[src/rtl/wsl_pkg.sv]
// Shared defaults, derived widths and FSM state encoding for weight_stream_loader.
package wsl_pkg;

    localparam int DEF_W_WIDTH   = 10;
    localparam int DEF_N_WEIGHTS = 16;
    localparam int WS_WIDTH      = DEF_N_WEIGHTS * DEF_W_WIDTH;
    localparam int CNT_WIDTH     = $clog2(DEF_N_WEIGHTS + 1);

    typedef enum logic [1:0] {
        FILL_W = 2'd0,
        FILL_B = 2'd1,
        HOLD   = 2'd2
    } wsl_state_t;

endpackage

[src/rtl/weight_stream_loader_ws_pack_reg.sv]
// Fill buffer: N_WEIGHTS weight slots written by word index, presented packed with
// the first weight at the MSB end of the bus.
module ws_pack_reg
    import wsl_pkg::*;
#(
    parameter int W_WIDTH   = DEF_W_WIDTH,
    parameter int N_WEIGHTS = DEF_N_WEIGHTS,
    localparam int CNT_W    = $clog2(N_WEIGHTS + 1)
) (
    input  logic                         clk,
    input  logic                         wr_en,
    input  logic [CNT_W-1:0]             wr_idx,
    input  logic [W_WIDTH-1:0]           wr_data,
    output logic [N_WEIGHTS*W_WIDTH-1:0] fill_bus
);

    logic [W_WIDTH-1:0] slot [N_WEIGHTS];

    // Slots are data only: no reset, unwritten slots keep whatever they held.
    always_ff @(posedge clk) begin
        for (int k = 0; k < N_WEIGHTS; k++) begin
            if (wr_en && (wr_idx == CNT_W'(k))) begin
                slot[k] <= wr_data;
            end
        end
    end

    for (genvar k = 0; k < N_WEIGHTS; k++) begin : g_pack
        assign fill_bus[(N_WEIGHTS-1-k)*W_WIDTH +: W_WIDTH] = slot[k];
    end

endmodule

[src/rtl/weight_stream_loader.sv]
// Packs N_WEIGHTS weights plus a bias into one double-buffered frame for the MAC.
// Optional framing check on w_last is enabled by defining WSL_LAST_CHECK_EN.
module weight_stream_loader
    import wsl_pkg::*;
#(
    parameter int W_WIDTH   = DEF_W_WIDTH,
    parameter int N_WEIGHTS = DEF_N_WEIGHTS
) (
    input  logic                         clk,
    input  logic                         reset,
    input  logic                         w_valid,
    output logic                         w_ready,
    input  logic [W_WIDTH-1:0]           w_data,
    input  logic                         w_last,
    output logic [N_WEIGHTS*W_WIDTH-1:0] ws,
    output logic [W_WIDTH-1:0]           bias,
    output logic                         ws_valid,
    input  logic                         ws_ready,
    output logic                         frame_err
);

    localparam int CNT_W = $clog2(N_WEIGHTS + 1);
    localparam logic [CNT_W-1:0] LAST_W = CNT_W'(N_WEIGHTS - 1);

    wsl_state_t                   state;
    logic [CNT_W-1:0]             count;
    logic [W_WIDTH-1:0]           bias_buf;
    logic [N_WEIGHTS*W_WIDTH-1:0] fill_bus;
    logic                         err_q;
    logic                         w_acc;
    logic                         slot_free;
    logic                         word_err;

    assign w_ready   = !reset && (state != HOLD);
    assign w_acc     = w_valid && w_ready;
    assign slot_free = !ws_valid || ws_ready;
    assign frame_err = err_q;

`ifdef WSL_LAST_CHECK_EN
    // Weights must arrive with w_last low and the bias with w_last high.
    assign word_err = w_acc && ((state == FILL_W) ? w_last : !w_last);
`else
    logic unused_last;
    assign unused_last = w_last;
    assign word_err    = 1'b0;
`endif

    ws_pack_reg #(
        .W_WIDTH   (W_WIDTH),
        .N_WEIGHTS (N_WEIGHTS)
    ) u_pack (
        .clk      (clk),
        .wr_en    (w_acc && (state == FILL_W) && !word_err),
        .wr_idx   (count),
        .wr_data  (w_data),
        .fill_bus (fill_bus)
    );

    always_ff @(posedge clk) begin
        if (state == FILL_B && w_acc && !word_err && !slot_free) begin
            bias_buf <= w_data;
        end
    end

    always_ff @(posedge clk) begin
        if (reset) begin
            state    <= FILL_W;
            count    <= '0;
            ws       <= '0;
            bias     <= '0;
            ws_valid <= 1'b0;
            err_q    <= 1'b0;
        end else begin
            // A consume clears valid unless a reload below overrides it.
            if (ws_valid && ws_ready) begin
                ws_valid <= 1'b0;
            end
            if (word_err) begin
                err_q <= 1'b1;
            end
            case (state)
                FILL_W: begin
                    if (w_acc) begin
                        if (word_err) begin
                            count <= '0;
                        end else if (count == LAST_W) begin
                            count <= '0;
                            state <= FILL_B;
                        end else begin
                            count <= count + 1'b1;
                        end
                    end
                end
                FILL_B: begin
                    if (w_acc) begin
                        if (word_err) begin
                            state <= FILL_W;
                        end else if (slot_free) begin
                            ws       <= fill_bus;
                            bias     <= w_data;
                            ws_valid <= 1'b1;
                            state    <= FILL_W;
                        end else begin
                            state <= HOLD;
                        end
                    end
                end
                HOLD: begin
                    if (slot_free) begin
                        ws       <= fill_bus;
                        bias     <= bias_buf;
                        ws_valid <= 1'b1;
                        state    <= FILL_W;
                    end
                end
                default: begin
                    state <= FILL_W;
                    count <= '0;
                end
            endcase
        end
    end

endmodule
[config.mk]
export PLATFORM = sky130hd
export DESIGN_NAME = weight_stream_loader
export DESIGN_NICKNAME = d
export VERILOG_FILES = /design/src/rtl/wsl_pkg.sv /design/src/rtl/weight_stream_loader_ws_pack_reg.sv /design/src/rtl/weight_stream_loader.sv
export SDC_FILE = /design/constraint.sdc
export NUM_CORES = 1
export LEC_CHECK = 0
export BUFFER_PORTS_ARGS = -buffer_cell sky130_fd_sc_hd__buf_2
export CORE_MARGIN = 5
export CORE_UTILIZATION = 45
export DETAILED_ROUTE_END_ITERATION = 12
export PLACE_DENSITY_LB_ADDON = 0.15
export SLEW_MARGIN = 20
export SYNTH_ARGS = -nofsm -noshare
export SYNTH_HDL_FRONTEND = slang
export SYNTH_HIERARCHICAL = 1
export SYNTH_SLANG_ARGS = --single-unit
[constraint.sdc]
create_clock -name clk -period 7.4 [get_ports clk]
set_clock_uncertainty 0.15 [all_clocks]
set_input_delay 1.48 -clock clk [delete_from_list [all_inputs] [get_ports clk]]
set_output_delay 1.48 -clock clk [all_outputs]
set_load 0.02 [all_outputs]
Word level (Yosys, flattened, before mapping)
Memory sizes are Yosys's and may differ from the RTL's.
Cells that the tools add are included.
Storage, ports and cells
  flip-flop bits (word level): 188
  RAM bits: 160
  input port bits: 15
  output and inout bits: 173
  word-level logic and storage cells: 178
  memories kept: 1
Cells by class
  add/sub/neg operators: 1
  equal/unequal tests: 23
  mux-type cells: 97
  bitwise gates (word level): 1
  reduce and logical (&&, ||, !) cells: 49
Memory list
  u_pack.slot: words 16, width 10, rd ports 16, clocked after Yosys merged registers in 0, wr ports 1, RTL line weight_stream_loader_ws_pack_reg.sv:17  | logic [W_WIDTH-1:0] slot [N_WEIGHTS];
Operators with widths (number)
  160-bit 2-to-1 mux: 2
  160-bit case mux with 2 select lines: 1
  10-bit 2-to-1 mux: 18
  10-bit OR reduction: 15
  4-bit 2-to-1 mux: 15
  1-bit 2-to-1 mux: 50
  5-bit by 4-bit equality test with 1-bit output, second input constant: 8
  1-bit logical AND: 22
  5-bit by 3-bit equality test with 1-bit output, second input constant: 4
  10-bit case mux with 2 select lines: 1
  5-bit by 2-bit equality test with 1-bit output, second input constant: 2
  2-bit 2-to-1 mux: 5
  5-bit 2-to-1 mux: 2
  2-bit inequality test, second input constant: 5
  5-bit case mux with 2 select lines: 1
  4-bit AND reduction: 2
  2-bit case mux with 3 select lines: 1
  5-bit by 1-bit adder with 5-bit output, second input constant: 1
  5-bit by 1-bit equality test with 1-bit output, second input constant: 1
  5-bit logical NOT: 1
  2-bit AND reduction: 2
  1-bit logical NOT: 3
  2-bit by 1-bit equality test with 1-bit output, second input constant: 1
  2-bit equality test, second input constant: 1
  other kinds (7): 7

Longest topological paths before layout
  depth in word-level cells: 23
  depth in mapped cells: 11
  mapped depth without buffers: 6

By module
Netlist, hierarchy kept.
By module, submodules not included
  weight_stream_loader: times used 1, cells each 810, area an instance 6708.9 um^2, seq. area each 3863.7 um^2
  ws_pack_reg: times used 1, cells each 183, area an instance 4936.0 um^2, seq. area each 4804.6 um^2

Least setup slack after synthesis
Ideal clock, no wire load.
  path kind: input to register
  from: input reset
  to: memory u_pack/slot[0][40] (netlist name), enable pin
  library setup time: 376 ps
  arrival time: 3281 ps
  required time: 6874 ps
  setup slack: 3592 ps
  stages: 6
  buffers on the path: 2
  cells stage by stage: clkbuf_1 > or3b_1 > clkbuf_1 > nor2_1 > or4b_4 > nor2_1
Between the ends
  longest elaborated chain between the ends: 23
  elaborated cells between the ends (all ways): 97
  those cells by class: mux (62); reduce/logical (35)
RTL lines
  start: declaration: RTL line weight_stream_loader.sv:10  | input logic reset,
  1-bit logical NOT (*): RTL line weight_stream_loader.sv:34  | assign w_ready = !reset && (state != HOLD);
  1-bit logical AND (*): RTL line weight_stream_loader.sv:34
  1-bit logical AND (*): RTL line weight_stream_loader.sv:35  | assign w_acc = w_valid && w_ready;
  1-bit logical AND (*): RTL line weight_stream_loader.sv:53  | .wr_en (w_acc && (state == FILL_W) && !word_err),
  1-bit logical AND: RTL line weight_stream_loader_ws_pack_reg.sv:22  | if (wr_en && (wr_idx == CNT_W'(k))) begin
  1-bit 2-to-1 mux: RTL line weight_stream_loader_ws_pack_reg.sv:22
  1-bit 2-to-1 mux (not written as such): RTL line weight_stream_loader_ws_pack_reg.sv:23  | slot[k] <= wr_data;
  10-bit OR reduction (no line)
  4-bit 2-to-1 mux (no line) or 1-bit 2-to-1 mux (tied branches) (15 in a row)
  end: declaration: RTL line weight_stream_loader_ws_pack_reg.sv:17
Mark *: on every way between the ends. The rest lies on a longest branch, timed or not.

Final worst setup path
  from: input reset
  to: memory u_pack/slot[1][47] (netlist name), enable pin
The elaborated chain is that of the path after synthesis.

==> out/metrics.cfg <==
[synthesis]
yosys_warnings=6
synth.net_count=1012
ys.flop_type=dfxtp_1
synth_cell_type_count=36
synth_edf_count=170
synthCells=993
async_flop_share=0
synth.area.top_cells=edfxtp_1 44%, dfxtp_1 31%, nand2_1 10%
synth_top_cell_by_area=edfxtp_1
postSynthAreaPerCell_sq_um=11.7
yosysSeqAreaShare=0.744
syn-cell-area_sq_um=11600
synth_seq_cells=348
yosys.area.top_type_share=0.438

[clocking]
clockRootBuffer=clkbuf_16
cts_tree=yes
holdBufCountCts=0
clk_pin_slew_ns=0.06
cts_max_path_buffers=3
h-tree-depth=2
cts_sinks=348
post_cts_buffers=0
clkLatencyLatePin_ns=0.51
numCtsBuffers=36
cts_resized=0

[sta]
max_freq_ghz=0.255
final_hold_viol_count=0
rsz0062_at_grt=no
layout_setup_ws_ns=3.47
final_max_slew_viol_count=0
timing.slew.headroom=0.305
setup_viol=0
worst_pin_slew_ns=1.04
fin_crit_ns=3.93
fin_tns_setup_ns=0
timing.final.crit_share=0.530

[setup_path]
cp.arrival_ns=3.89
max_stage_delay_ns=0.79
critical_path.endpoint_type=flop
slowest_stage=nor2_1
path_buf_inv=1
worstSetupPathType=primary input to flop
critPathLaunchType=primary input
path_cells=buf_6, or3b_1, nor2_1, or4b_4, nor2_1
crit_required_ns=7.36
crit_path_max_fanout=79
path_delay_family=simple AND/OR/NAND/NOR gates
crit_path_frequent_cell=nor2_1

[routing]
vias=7633
drtIter0Drc=419
dr.pass1.iters=6
drt_wl_total_mm=27.6
routed_via_density=5.03
routedWlPerCell_um=18.2
drc=0
ant_nets=0

[grt]
grt_most_used_layer=met2
grt_max_degree=104
use_met3=0.0397
antenna_found_initial=0
grt_pass1_wl_mm=41.8
grt_use_met1=0.254
met2_usage=0.302
grt_pass1_vias=7248
grt-ovfl-total=0
grt_use_total=0.184

[finish]
layout.nets=1179
drive_gt1_frac=0.217
most-common-layout-cells=322 x nand2_1, 184 x buf_2, 178 x dfxtp_1
layout-area-overhead-vs-synth_pct=19.9
nFillCells=2229
final_common_cell=nand2_1

[place]
hpwl_mm=15.6
port-buffer-count=185
dp_slack_ns=2.91
place_congestion=0.732

[status]
status=completed

[floorplanning]
start_util=0.460
ioPinCount=188
core_area_sq_um=25300
rows=58
fp.dieArea_sq_um=29200
die_x_um=171
die_h_um=171

[min_path]
hold_class=flop to flop

[power]
switching_share=0.198
intPower_mw=3.10
p_sw_mw=0.765
p_per_area_nw_per_um2=277
power_frac_seq=0.524
power.share.clock=0.461
comb_power_share=0.015
p_leak_nw=5.09
ir_worst_vdd_mv=0.215

[run]
cap_violations=0

layer usage:
layer | routed length [um] | up-vias
met1 | 12400 | 3687
met4 | 458 | 0
met5 | 0 | -
li1 | - | 3712
met3 | 1730 | 39
met2 | 13000 | 195
synth_stat cells, types with 2 or more instances:
master	n
nor3_1	4
mux2i_1	11
ha_1	4
a211oi_1	12
edfxtp_1	170
buf_2	17
nand2_1	322
nand2b_1	4
nand4bb_1	2
dfxtp_1	178
buf_4	12
o21ai_0	4
clkbuf_1	31
a21oi_1	165
nor2_1	27
nand3b_1	4
inv_1	6
nor3b_1	2
worst paths after layout:
path	from	to	slack, ns	cells after the start
worst min register to register	ws[74]	ws[74]	0.30	2
worst max register to register	state[0]	u_pack/slot[1][47]	3.74	6
worst min-delay path	ws[74]	ws[74]	0.30	2
worst max-delay path	reset	u_pack/slot[1][47]	3.47	5
per-stage QoR:
stage                      util  total power [mW]  instance area [sq um]  instances  hold WS, ns
after floorplan               -              2.09                  11600        993        0.319
after global placement    0.504              2.12                  12800       1452        0.289
after detailed placement  0.504              2.13                  12800       1452        0.295
after CTS                 0.551              3.91                  14000       1517        0.303
after global routing      0.551              4.01                  14000       1517        0.316
final                     0.551              3.86                  14000       1518        0.301
worst register-to-register path: stages (launching register included):
cell and delay [ns]:
dfxtp_1 0.36, inv_1 0.08, ha_1 0.48, or3b_1 0.61, nor2_1 0.26, or4b_4 0.54, nor2_1 0.79
registers in the layout, indices dropped and copies added (netlist names):
register	count
u_pack/slot	160
ws	160
bias	10
bias_buf	10
count	5
state	2
ws_valid	1
power groups by stage:
stage               logic, mW  clock network, mW  registers (mW)
floorplan              0.0222                  0            2.07
global placement       0.0588                  0            2.07
detailed placement     0.0593                  0            2.07
CTS                    0.0594               1.82            2.02
global route           0.0627               1.92            2.02
finish                 0.0577               1.78            2.02
cell type report:
type	instances	area, sq um	share of cell area
flip-flops and latches	348	8670	0.621
inverters	6	22.5	0.00161
multi-input cells	578	2690	0.193
well taps	330	413	0.0296
diodes	1	2.50	0.000179
clock inverters	15	135	0.00968
clock buffers	50	1050	0.0756
repair buffers	190	973	0.0697
cell families (layout without fill, tap and decap cells):
family / Yosys count / in the layout / synth area share
buf+inv: 67 / 261 / 0.0273
mux: 11 / 11 / 0.00946
fa+ha+maj: 4 / 4 / 0.00430
compound gates: 189 / 189 / 0.0865
other cells: 1 / 2 / 0.000322
simple gates: 373 / 373 / 0.128
flops: 348 / 348 / 0.744
No activity file was read; power rests on OpenSTA's default activity.
